<file path="config.mk">
export PLATFORM = sky130hd
export DESIGN_NAME = imem_loader
export DESIGN_NICKNAME = d
export VERILOG_FILES = /design/src/rtl/imem_loader_pkg.sv /design/src/rtl/imem_byte_packer.sv /design/src/rtl/imem_loader.sv
export SDC_FILE = /design/constraint.sdc
export NUM_CORES = 1
export LEC_CHECK = 0
export CAP_MARGIN = 5
export CORE_MARGIN = 2
export CORE_UTILIZATION = 55
export DETAILED_ROUTE_END_ITERATION = 16
export DONT_BUFFER_PORTS = 1
export GPL_TIMING_DRIVEN = 1
export PLACE_DENSITY = 0.7
export SETUP_SLACK_MARGIN = 0.4
export SLEW_MARGIN = 20
export SYNTH_ARGS = -nofsm -noshare
export SYNTH_HDL_FRONTEND = slang
export SYNTH_HIERARCHICAL = 1
export SYNTH_SLANG_ARGS = --single-unit
</file>
<file path="constraint.sdc">
create_clock -name clk -period 3.8 [get_ports clk]
set_input_delay 0.76 -clock clk [delete_from_list [all_inputs] [get_ports clk]]
set_output_delay 0.76 -clock clk [all_outputs]
set_load 0.005 [all_outputs]
</file>
<file path="src/rtl/imem_loader_pkg.sv">
// Purpose: shared types and constants for the instruction-memory loader.
// Latency: n/a (declarations only).
// Backpressure: n/a.
package imem_loader_pkg;

   // Loader phases. CSUM is only reachable when the checksum trailer is built in.
   typedef enum logic [2:0] {
      IDLE = 3'd0,
      LEN  = 3'd1,
      DATA = 3'd2,
      CSUM = 3'd3,
      DONE = 3'd4,
      ERR  = 3'd5
   } state_t;

   localparam int LEN_BYTES  = 4;   // length field: word count, little-endian
   localparam int WORD_BYTES = 4;   // instruction word, little-endian

endpackage

</file>
<file path="src/rtl/imem_byte_packer.sv">
// Purpose: packs a little-endian byte stream into 32-bit words (byte0 -> word[7:0]).
// Latency: word_vld/word are combinational in the cycle the 4th byte is consumed.
// Backpressure: none; consumes whatever byte_vld presents, caller owns flow control.
//
// Ports:
//   clk, rst_n   clock, asynchronous active-low reset
//   clr          restart packing at byte 0 (new frame)
//   byte_vld     byte consumed this cycle
//   byte_dat     consumed byte
//   word_vld     this cycle's byte completes a word
//   word         completed word (valid with word_vld)
module imem_byte_packer
   import imem_loader_pkg::*;
(
   input  logic        clk,
   input  logic        rst_n,
   input  logic        clr,
   input  logic        byte_vld,
   input  logic [7:0]  byte_dat,
   output logic        word_vld,
   output logic [31:0] word
);

   localparam logic [1:0] LAST_BYTE = 2'(WORD_BYTES - 1);

   logic [1:0]  cnt_q;
   // Holds the three earlier bytes of the word; the 4th is taken straight
   // from the input so the word is available without an extra cycle.
   logic [23:0] sr_q;

   always_ff @(posedge clk or negedge rst_n) begin
      if (!rst_n) begin
         cnt_q <= 2'd0;
         sr_q  <= 24'd0;
      end else if (clr) begin
         cnt_q <= 2'd0;
      end else if (byte_vld) begin
         cnt_q <= cnt_q + 2'd1;
         sr_q  <= {byte_dat, sr_q[23:8]};
      end
   end

   assign word_vld = byte_vld && (cnt_q == LAST_BYTE);
   assign word     = {byte_dat, sr_q};

endmodule

</file>
<file path="src/rtl/imem_loader.sv">
// Purpose: writes a byte-streamed program image (length, words[, checksum]) into inst_mem, holding the core in reset.
// Latency: imem_we one cycle after a word's 4th byte; done/cpu_rst_n one cycle after entering DONE.
// Backpressure: s_ready high only while loading (LEN/DATA/CSUM); one byte per cycle at most.
//
// Ports:
//   clk, rst_n     clock, asynchronous active-low reset
//   start          pulse: begin a new load (ignored while busy)
//   s_valid/s_ready/s_data   byte stream in
//   imem_we/imem_waddr/imem_wdata   inst_mem write port (registered)
//   cpu_rst_n      core reset, released only after a successful load
//   busy/done/err  load status; done and err are sticky until the next start
//
// Build option: define IMEM_LOADER_CHKSUM_EN to require a 4-byte little-endian
// trailer equal to the sum of all image words (mod 2^32).
module imem_loader
   import imem_loader_pkg::*;
#(
   parameter int ADDR_W    = 10,
   parameter int MAX_WORDS = (1 << ADDR_W)
) (
   input  logic              clk,
   input  logic              rst_n,
   input  logic              start,
   input  logic              s_valid,
   output logic              s_ready,
   input  logic [7:0]        s_data,
   output logic              imem_we,
   output logic [ADDR_W-1:0] imem_waddr,
   output logic [31:0]       imem_wdata,
   output logic              cpu_rst_n,
   output logic              busy,
   output logic              done,
   output logic              err
);

   localparam logic [ADDR_W:0] IDX_ONE  = 1;
   localparam logic [31:0]     MAX_LEN  = 32'(MAX_WORDS);

   state_t state_q, state_d;

   logic              take;
   logic              restart;
   logic              pk_vld;
   logic [31:0]       pk_word;
   logic [ADDR_W:0]   widx_q;   // next word index; one bit wider so N==MAX_WORDS fits
   logic [ADDR_W:0]   len_q;    // accepted image length in words
   logic              last_word;
   logic              len_zero;
   logic              len_big;
`ifdef IMEM_LOADER_CHKSUM_EN
   logic [31:0]       csum_q;
`endif

   assign busy    = (state_q == LEN) || (state_q == DATA) || (state_q == CSUM);
   assign s_ready = busy;
   assign take    = s_valid && s_ready;

   // start only counts from a quiescent state; mid-load pulses are dropped.
   assign restart = start && ((state_q == IDLE) || (state_q == DONE) || (state_q == ERR));

   assign len_zero  = (pk_word == 32'd0);
   assign len_big   = (pk_word > MAX_LEN);
   assign last_word = ((widx_q + IDX_ONE) == len_q);

   imem_byte_packer u_packer (
      .clk      (clk),
      .rst_n    (rst_n),
      .clr      (restart),
      .byte_vld (take),
      .byte_dat (s_data),
      .word_vld (pk_vld),
      .word     (pk_word)
   );

   always_comb begin
      state_d = state_q;
      case (state_q)
         IDLE: begin
            if (start) state_d = LEN;
         end
         LEN: begin
            if (pk_vld) begin
               if (len_zero) begin
`ifdef IMEM_LOADER_CHKSUM_EN
                  state_d = CSUM;   // an empty image still carries a (zero) trailer
`else
                  state_d = DONE;
`endif
               end else if (len_big) begin
                  state_d = ERR;
               end else begin
                  state_d = DATA;
               end
            end
         end
         DATA: begin
            if (pk_vld && last_word) begin
`ifdef IMEM_LOADER_CHKSUM_EN
               state_d = CSUM;
`else
               state_d = DONE;
`endif
            end
         end
`ifdef IMEM_LOADER_CHKSUM_EN
         CSUM: begin
            if (pk_vld) state_d = (pk_word == csum_q) ? DONE : ERR;
         end
`endif
         DONE, ERR: begin
            if (start) state_d = LEN;
         end
         default: state_d = IDLE;
      endcase
   end

   always_ff @(posedge clk or negedge rst_n) begin
      if (!rst_n) begin
         state_q    <= IDLE;
         widx_q     <= '0;
         len_q      <= '0;
         imem_we    <= 1'b0;
         imem_waddr <= '0;
         imem_wdata <= 32'd0;
         cpu_rst_n  <= 1'b0;
         done       <= 1'b0;
         err        <= 1'b0;
`ifdef IMEM_LOADER_CHKSUM_EN
         csum_q     <= 32'd0;
`endif
      end else begin
         state_q <= state_d;
         imem_we <= 1'b0;
         if (restart) begin
            widx_q    <= '0;
            len_q     <= '0;
            cpu_rst_n <= 1'b0;
            done      <= 1'b0;
            err       <= 1'b0;
`ifdef IMEM_LOADER_CHKSUM_EN
            csum_q    <= 32'd0;
`endif
         end else begin
            // Only meaningful when in range; an oversize length goes to ERR and is never used.
            if ((state_q == LEN) && pk_vld) len_q <= pk_word[ADDR_W:0];

            if ((state_q == DATA) && pk_vld) begin
               imem_we    <= 1'b1;
               imem_waddr <= widx_q[ADDR_W-1:0];
               imem_wdata <= pk_word;
               widx_q     <= widx_q + IDX_ONE;
`ifdef IMEM_LOADER_CHKSUM_EN
               csum_q     <= csum_q + pk_word;
`endif
            end

            // Registered from the state so release lands after the final write pulse.
            if (state_q == DONE) begin
               done      <= 1'b1;
               cpu_rst_n <= 1'b1;
            end

            if ((state_d == ERR) && (state_q != ERR)) err <= 1'b1;
         end
      end
   end

endmodule
</file>
==> flow_metrics.tcl, run 1 <==
set metrics [dict create \
    cts_made_buffers 9 \
    synth.lib_cells_used.distinct 47 \
    worst_r2r_startpoint "state_q[0]" \
    dominant_combinational_cell_family_by_area_after_synthesis "simple AND/OR/NAND/NOR gates" \
    final_net_count 444 \
    syn_nets 466 \
    die-area_um2 8792 \
    synth_compound_area_share_pct 7.058 \
    max_slew_margin_pct 38.08 \
    insertion_delay_ps 360 \
    cts_resized 0 \
    hold_buffers 0 \
    rr_worst_depth 11 \
    clk_transition_reported_paths_ps 90 \
    setup_viol 0 \
    dp_hpwl_mm 5.878 \
    setup-tns-final_ps 0 \
    via_per_inst 5.623 \
    post_cts.repair.setup_buffers 0 \
    timing.max_cap.violations 0 \
    avgSynthCellArea_um2 9.805 \
    netlist_area_um2 4432 \
    critPathRequiredTime_ps 4090 \
    crit_fanout 33 \
    power_density_nw_per_um2 629.3 \
    core_area_um2 7767 \
    ys_dominant_reg_cell "sky130_fd_sc_hd__dfrtp_1" \
    synthSimpleGateAreaFrac_pct 20.86 \
    critical_path_class "flip-flop to flip-flop" \
    synthesis.yosys.warnings 6 \
    vdd_drop_max_mv 0.2788 \
    port_buf_inserts 0 \
    cts-root-to-sink-buffers 2 \
    largest_net_degree_at_the_start_of_global_routing 97 \
    insertedDiodeCount 0 \
    filler_cell_count 681 \
    synth_enable_flop_cells 0 \
    die_width_um 93.77 \
    period_needed_ps 2565 \
    ant_nets 0 \
    timing.rr.end "widx_q[8]" \
    detailedRoute.firstPassIterationCount 4 \
    floorplan.rows 32 \
    cts_num_sinks 96 \
    worstHoldPathType "input port to async pin" \
    dieHeight_um 93.77 \
    muxShareOfSynthArea_pct 8.018 \
    grt_pass1_vias 3097 \
    achievable-frequency_mhz 389.9 \
    cts_tree "done" \
    wl_per_cell_um 16.87 \
    tightest_slew_ps 926.8 \
    dp_slack_ps 1273 \
    grt_first_pass_wirelength_mm 15.06 \
    setup_ws_ps 1235 \
    ctsRootBufferMaster "sky130_fd_sc_hd__clkbuf_8" \
    final-hold-violation-count 0 \
    rsz0062_at_grt "false" \
    critical_path.startpoint_type "flip-flop" \
    synth_adder_area_share_pct 0.5647 \
    clock_skew_ps 10.78 \
    grt_usage_pct 22.19 \
    overflow 0 \
    final_min_period_over_clock_period_pct 67.50 \
    drtIter0Drc 132 \
    final_max_slew_viols 0 \
    wl_mm 9.040 \
    finalWeightedCongestion 0.9007 \
    area.growth.synth_to_final_pct 2.936 \
    synth-xor-area-share_pct 3.557 \
    synthesis.instances 452 \
    floorplan.initialDensity_pct 57.06 \
    io_pins 60 \
    outcome "completed" \
    ctsHtreeMaxLevel 3 \
    antenna_found_initial 0 \
    synth-seq-area-share_pct 54.21 \
    synth_async_sr_flop_share_pct 100.0 \
    synth-seq-cells 96 \
    end_kind "flip-flop" \
    dr_total_vias 3014 \
    setup.reg_to_reg.worst_slack_ps 1240 \
    post_route_cells_drive_above_1_share_pct 11.06 \
    drt_drc_violations_left 0 \
    critPathArrivalTime_ps 2850 \
    total_leakage_power_nw 2.235 \
]
[state kept, by name (all words and copies together) (netlist names)]
signal	count
len_q	11
done	1
state_q	3
err	1
u_packer/cnt_q	2
u_packer/sr_q	24
imem_we	1
widx_q	11
imem_waddr	10
imem_wdata	32
[worst max-delay path by stage]
stage                     depth (start not counted)    endpoint       start
final                                            11   widx_q[8]  state_q[0]
after global routing                             11   widx_q[8]  state_q[0]
after CTS                                        11   widx_q[8]  state_q[0]
after detailed placement                         11   widx_q[8]  state_q[1]
after global placement                            9   widx_q[8]     s_valid
after floorplan                                   6  state_q[2]   s_data[5]
[routing by layer]
| layer | track usage, % | vias up | share of wire (%) |
|---|---|---|---|
| li1 | - | 1435 | - |
| met1 | 30.04 | 1483 | 46 |
| met2 | 33.99 | 88 | 47 |
| met3 | 5.297 | 8 | 5.5 |
| met4 | 10.14 | 0 | 1.2 |
| met5 | 0 | - | 0 |
[Yosys cell counts (2+ instances only)]
cell type	instances	area (um2)
sky130_fd_sc_hd__o21ai_0	10	50.05
sky130_fd_sc_hd__nand3_1	6	30.03
sky130_fd_sc_hd__o22ai_1	3	18.77
sky130_fd_sc_hd__nand2_1	163	611.8
sky130_fd_sc_hd__and2_1	4	25.02
sky130_fd_sc_hd__nor4_1	7	43.79
sky130_fd_sc_hd__buf_12	2	40.04
sky130_fd_sc_hd__ha_1	2	25.02
sky130_fd_sc_hd__xor2_1	7	61.31
sky130_fd_sc_hd__xnor2_1	11	96.34
sky130_fd_sc_hd__mux2_4	20	300.3
sky130_fd_sc_hd__buf_4	11	82.58
sky130_fd_sc_hd__nor2b_1	2	12.51
sky130_fd_sc_hd__buf_2	3	15.01
sky130_fd_sc_hd__nor3_1	2	10.01
sky130_fd_sc_hd__nand4_1	6	37.54
sky130_fd_sc_hd__and4_1	2	17.52
sky130_fd_sc_hd__buf_1	2	7.510
sky130_fd_sc_hd__a31o_1	2	17.52
sky130_fd_sc_hd__mux2_2	4	45.04
sky130_fd_sc_hd__o21ai_1	18	90.09
sky130_fd_sc_hd__a21oi_1	8	40.04
sky130_fd_sc_hd__buf_6	3	33.78
sky130_fd_sc_hd__nor2_1	18	67.56
sky130_fd_sc_hd__inv_1	5	18.77
sky130_fd_sc_hd__clkbuf_1	14	52.55
sky130_fd_sc_hd__o31ai_1	2	15.01
sky130_fd_sc_hd__dfrtp_1	96	2402
[cells in the final DEF, fill, tap and decap left out, types with 2 or more instances in the layout]
cell,synthesis,final
sky130_fd_sc_hd__xnor2_1,11,11
sky130_fd_sc_hd__nand4_1,6,6
sky130_fd_sc_hd__clkbuf_8,0,9
sky130_fd_sc_hd__o21ai_0,10,10
sky130_fd_sc_hd__and2_1,4,4
sky130_fd_sc_hd__inv_1,5,5
sky130_fd_sc_hd__clkinvlp_4,0,2
sky130_fd_sc_hd__nor2b_1,2,2
sky130_fd_sc_hd__mux2_4,20,20
sky130_fd_sc_hd__dfrtp_1,96,96
sky130_fd_sc_hd__o31ai_1,2,2
sky130_fd_sc_hd__a31o_1,2,2
sky130_fd_sc_hd__mux2_2,4,4
sky130_fd_sc_hd__nand2_1,163,162
sky130_fd_sc_hd__nand3_1,6,6
sky130_fd_sc_hd__o21ai_1,18,18
sky130_fd_sc_hd__nor2_1,18,18
sky130_fd_sc_hd__nor4_1,7,7
sky130_fd_sc_hd__and4_1,2,2
sky130_fd_sc_hd__nor3_1,2,2
sky130_fd_sc_hd__ha_1,2,2
sky130_fd_sc_hd__buf_4,11,2
sky130_fd_sc_hd__o22ai_1,3,3
sky130_fd_sc_hd__xor2_1,7,7
sky130_fd_sc_hd__a21oi_1,8,8
sky130_fd_sc_hd__bufinv_16,0,2
[cell type report]
class,count,area [um2],share of cell area (%)
Clock inverter,6,92.59,2.030
Sequential cell,96,2402,52.66
Multi-Input combinational cell,315,1778,38.97
Clock buffer,9,123.9,2.715
Tap cell,102,127.6,2.798
Timing Repair Buffer,2,15.01,0.3291
Inverter,6,22.52,0.4937
[logic make-up (layout without fill, tap and decap cells)]
kind of cell | count (synthesis) | after routing
and+or+nand+nor | 218 | 218
DFF | 96 | 96
AOI/OAI and AO/OA | 52 | 52
buffers and inverters | 41 | 23
muxes | 25 | 25
xor gates and xnor gates | 18 | 18
adders and majority gates | 2 | 2
[where the power goes]
part / internal (mW) / switching [mW] / total, mW
registers: 1.23 / 0.251 / 1.49
clock network: 0.370 / 0.359 / 0.729
logic: 0.375 / 0.282 / 0.656
total: 1.98 / 0.892 / 2.87
[through the flow]
stage	instances	hold WS, ps	cell area, um2	utilization [%]	power [mW]
2_1_floorplan	452	461.0	4432	-	2.036
3_3_place_gp	521	466.7	4345	55.94	2.124
3_5_place_dp	521	466.9	4345	55.94	2.159
4_1_cts	536	68.02	4562	58.73	2.885
5_1_grt	536	58.78	4562	58.73	3.023
6_report	536	85.82	4562	58.73	2.871
[critical path: stages, from the launching register on]
cell                      delay, ps
sky130_fd_sc_hd__dfrtp_1        420
sky130_fd_sc_hd__nor2_1          90
sky130_fd_sc_hd__nor2_1         210
sky130_fd_sc_hd__and2_1         260
sky130_fd_sc_hd__and2_2         200
sky130_fd_sc_hd__inv_1           50
sky130_fd_sc_hd__nor2_1         200
sky130_fd_sc_hd__nand2_2        100
sky130_fd_sc_hd__inv_2          250
sky130_fd_sc_hd__buf_4          400
sky130_fd_sc_hd__nand4_1        140
sky130_fd_sc_hd__o21ai_1        150
No activity file was read; power rests on OpenSTA's default activity.
==> run 2, diff against run 1 <==
- clock period: 3.8 -> 2.6 ns (I/O delays scaled with it)
==> flow_metrics.tcl, run 2 (synthesized netlist as in run 1, its figures left out) <==
set metrics [dict create \
    area.growth.synth_to_final_pct 4.320 \
    final_net_count 452 \
    drt_drc_violations_left 0 \
    grt_pass1_vias 3179 \
    tightest_slew_ps 568.1 \
    cts_tree "done" \
    rr_worst_depth 11 \
    dieHeight_um 93.77 \
    setup.reg_to_reg.worst_slack_ps 560 \
    largest_net_degree_at_the_start_of_global_routing 97 \
    core_area_um2 7767 \
    power_frac_seq_pct 53.0 \
    p_switching_mw 1.336 \
    final-hold-violation-count 96 \
    die-area_um2 8792 \
    gr-usage-met2_pct 35.30 \
    insertion_delay_ps 370 \
    power_density_nw_per_um2 882.6 \
    clock_skew_ps 14.23 \
    failed_checks "hold timing" \
    rsz0062_at_grt "true" \
    end_kind "flip-flop" \
    grt_most_used_layer "met2" \
    fin_worst_hold_slack_ps -162.3 \
    ctsHtreeMaxLevel 3 \
    outcome "finished with violations" \
    clockPowerShare_pct 22.7 \
    die_width_um 93.77 \
    post-layout-total-power_mw 4.080 \
    internal_power_mw 2.745 \
    via_per_inst 5.517 \
    post_route_cells_drive_above_1_share_pct 14.45 \
    power_frac_comb_pct 24.2 \
    wl_per_cell_um 16.08 \
    cts_made_buffers 9 \
    crit_fanout 38 \
    cts-root-to-sink-buffers 2 \
    grt_usage_pct 21.97 \
    filler_cell_count 669 \
    ctsRootBufferMaster "sky130_fd_sc_hd__clkbuf_8" \
    dp.cells 528 \
    top_register "imem_wdata" \
    total_leakage_power_nw 2.263 \
    grt_first_pass_wirelength_mm 15.06 \
    antenna_found_initial 0 \
    critical_path_class "flip-flop to flip-flop" \
    io_pins 60 \
    final_max_slew_viols 0 \
    layout_common_cells "162 x sky130_fd_sc_hd__nand2_1, 93 x sky130_fd_sc_hd__dfrtp_1, 20 x sky130_fd_sc_hd__mux2_4" \
    clk_transition_reported_paths_ps 110 \
    worstHoldPathType "input port to async pin" \
    finalWeightedCongestion 0.8443 \
    cts_num_sinks 96 \
    reg.largest.list "imem_wdata x32, u_packer/sr_q x24" \
    dr_total_vias 3007 \
    critPathRequiredTime_ps 2910 \
    place_area_um2 4398 \
    max_reg_flops 32 \
    setup_viol 0 \
    insertedDiodeCount 0 \
    max_slew_margin_pct 61.78 \
    ant_nets 0 \
    final_min_period_over_clock_period_pct 78.38 \
    setup-tns-final_ps 0 \
    drtIter0Drc 132 \
    critPathArrivalTime_ps 2350 \
    final_cell_count_no_fill 545 \
    worst_r2r_startpoint "state_q[1]" \
    wl_mm 8.766 \
    floorplan.rows 32 \
    critical_path.startpoint_type "flip-flop" \
    dp_hpwl_mm 5.839 \
    period_needed_ps 2038 \
    overflow 0 \
    vdd_drop_max_mv 0.3928 \
    port_buf_inserts 0 \
    mostFrequentLayoutCell "sky130_fd_sc_hd__nand2_1" \
    global_route.usage.met1_pct 27.91 \
    timing.max_cap.violations 0 \
    achievable-frequency_mhz 490.7 \
    floorplan.initialDensity_pct 57.06 \
    global_route.usage.met3_pct 5.698 \
    final_area_um2 4623 \
    timing.rr.end "imem_wdata[19]" \
    detailedRoute.firstPassIterationCount 5 \
    sw_frac_of_total_pct 32.73 \
]
run 2: critical path: stages, from the launching register on:
cell and delay, ps:
sky130_fd_sc_hd__dfrtp_2 460, sky130_fd_sc_hd__nor2_1 130, sky130_fd_sc_hd__nor2_1 70, sky130_fd_sc_hd__and2_1 210, sky130_fd_sc_hd__and2_2 200, sky130_fd_sc_hd__inv_1 80, sky130_fd_sc_hd__nor2_2 60, sky130_fd_sc_hd__nand2_2 80
sky130_fd_sc_hd__buf_6 270, sky130_fd_sc_hd__buf_6 250, sky130_fd_sc_hd__nand2_1 70, sky130_fd_sc_hd__nand2_1 80
run 2: worst max path at each step:
stage | from | endpoint | slack (ps) | cells past startpoint
global route | widx_q[0] | state_q[1] | 390 | 7
floorplan | state_q[2] | u_packer/sr_q[0] | 580 | 9
CTS | state_q[1] | widx_q[8] | 410 | 11
detailed placement | state_q[0] | imem_wdata[19] | 390 | 11
global placement | state_q[0] | imem_wdata[20] | 450 | 11
finish | state_q[1] | imem_wdata[19] | 560 | 11
run 2: what timing repair did:
item / in CTS / in global routing
pin swaps: 0 / 1
buffers inserted: 0 / 1
setup endpoints to repair: 20 / 61
gates resized for setup: 1 / 9
cloned: 0 / 0
hold endpoints to repair: 96 / 96
run 2: area by class of cell:
type / count / area (um2) / share of cell area (%)
Sequential cell: 96 / 2406 / 52.04
Multi-Input combinational cell: 315 / 1795 / 38.84
Tap cell: 102 / 127.6 / 2.760
Clock buffer: 9 / 123.9 / 2.679
Timing Repair Buffer: 10 / 86.33 / 1.867
Clock inverter: 7 / 61.31 / 1.326
Inverter: 6 / 22.52 / 0.4871
run 2: metal layers:
metal / wire length [um] / vias up
met5: 0 / -
met4: 176 / 0
met3: 410 / 14
met2: 4140 / 78
met1: 4039 / 1465
li1: - / 1450
run 2: power by group through the flow:
stage / clock, mW / combinational, mW / sequential [mW]
after floorplan: 0 / 0.917 / 2.06
after global placement: 0 / 0.938 / 2.19
after detailed placement: 0 / 0.978 / 2.19
after CTS: 0.954 / 0.982 / 2.16
after global routing: 1.03 / 1.08 / 2.21
final: 0.928 / 0.988 / 2.16
run 2: stage by stage:
stage               utilization, %  hold WS, ps  setup slack [ps]
floorplan                        -        224.4             581.2
global placement             56.62        227.0             449.8
detailed placement           56.62        226.5             385.5
CTS                          59.05       -179.8             407.4
global route                 59.52       -187.8             387.4
finish                       59.52       -162.3             562.0
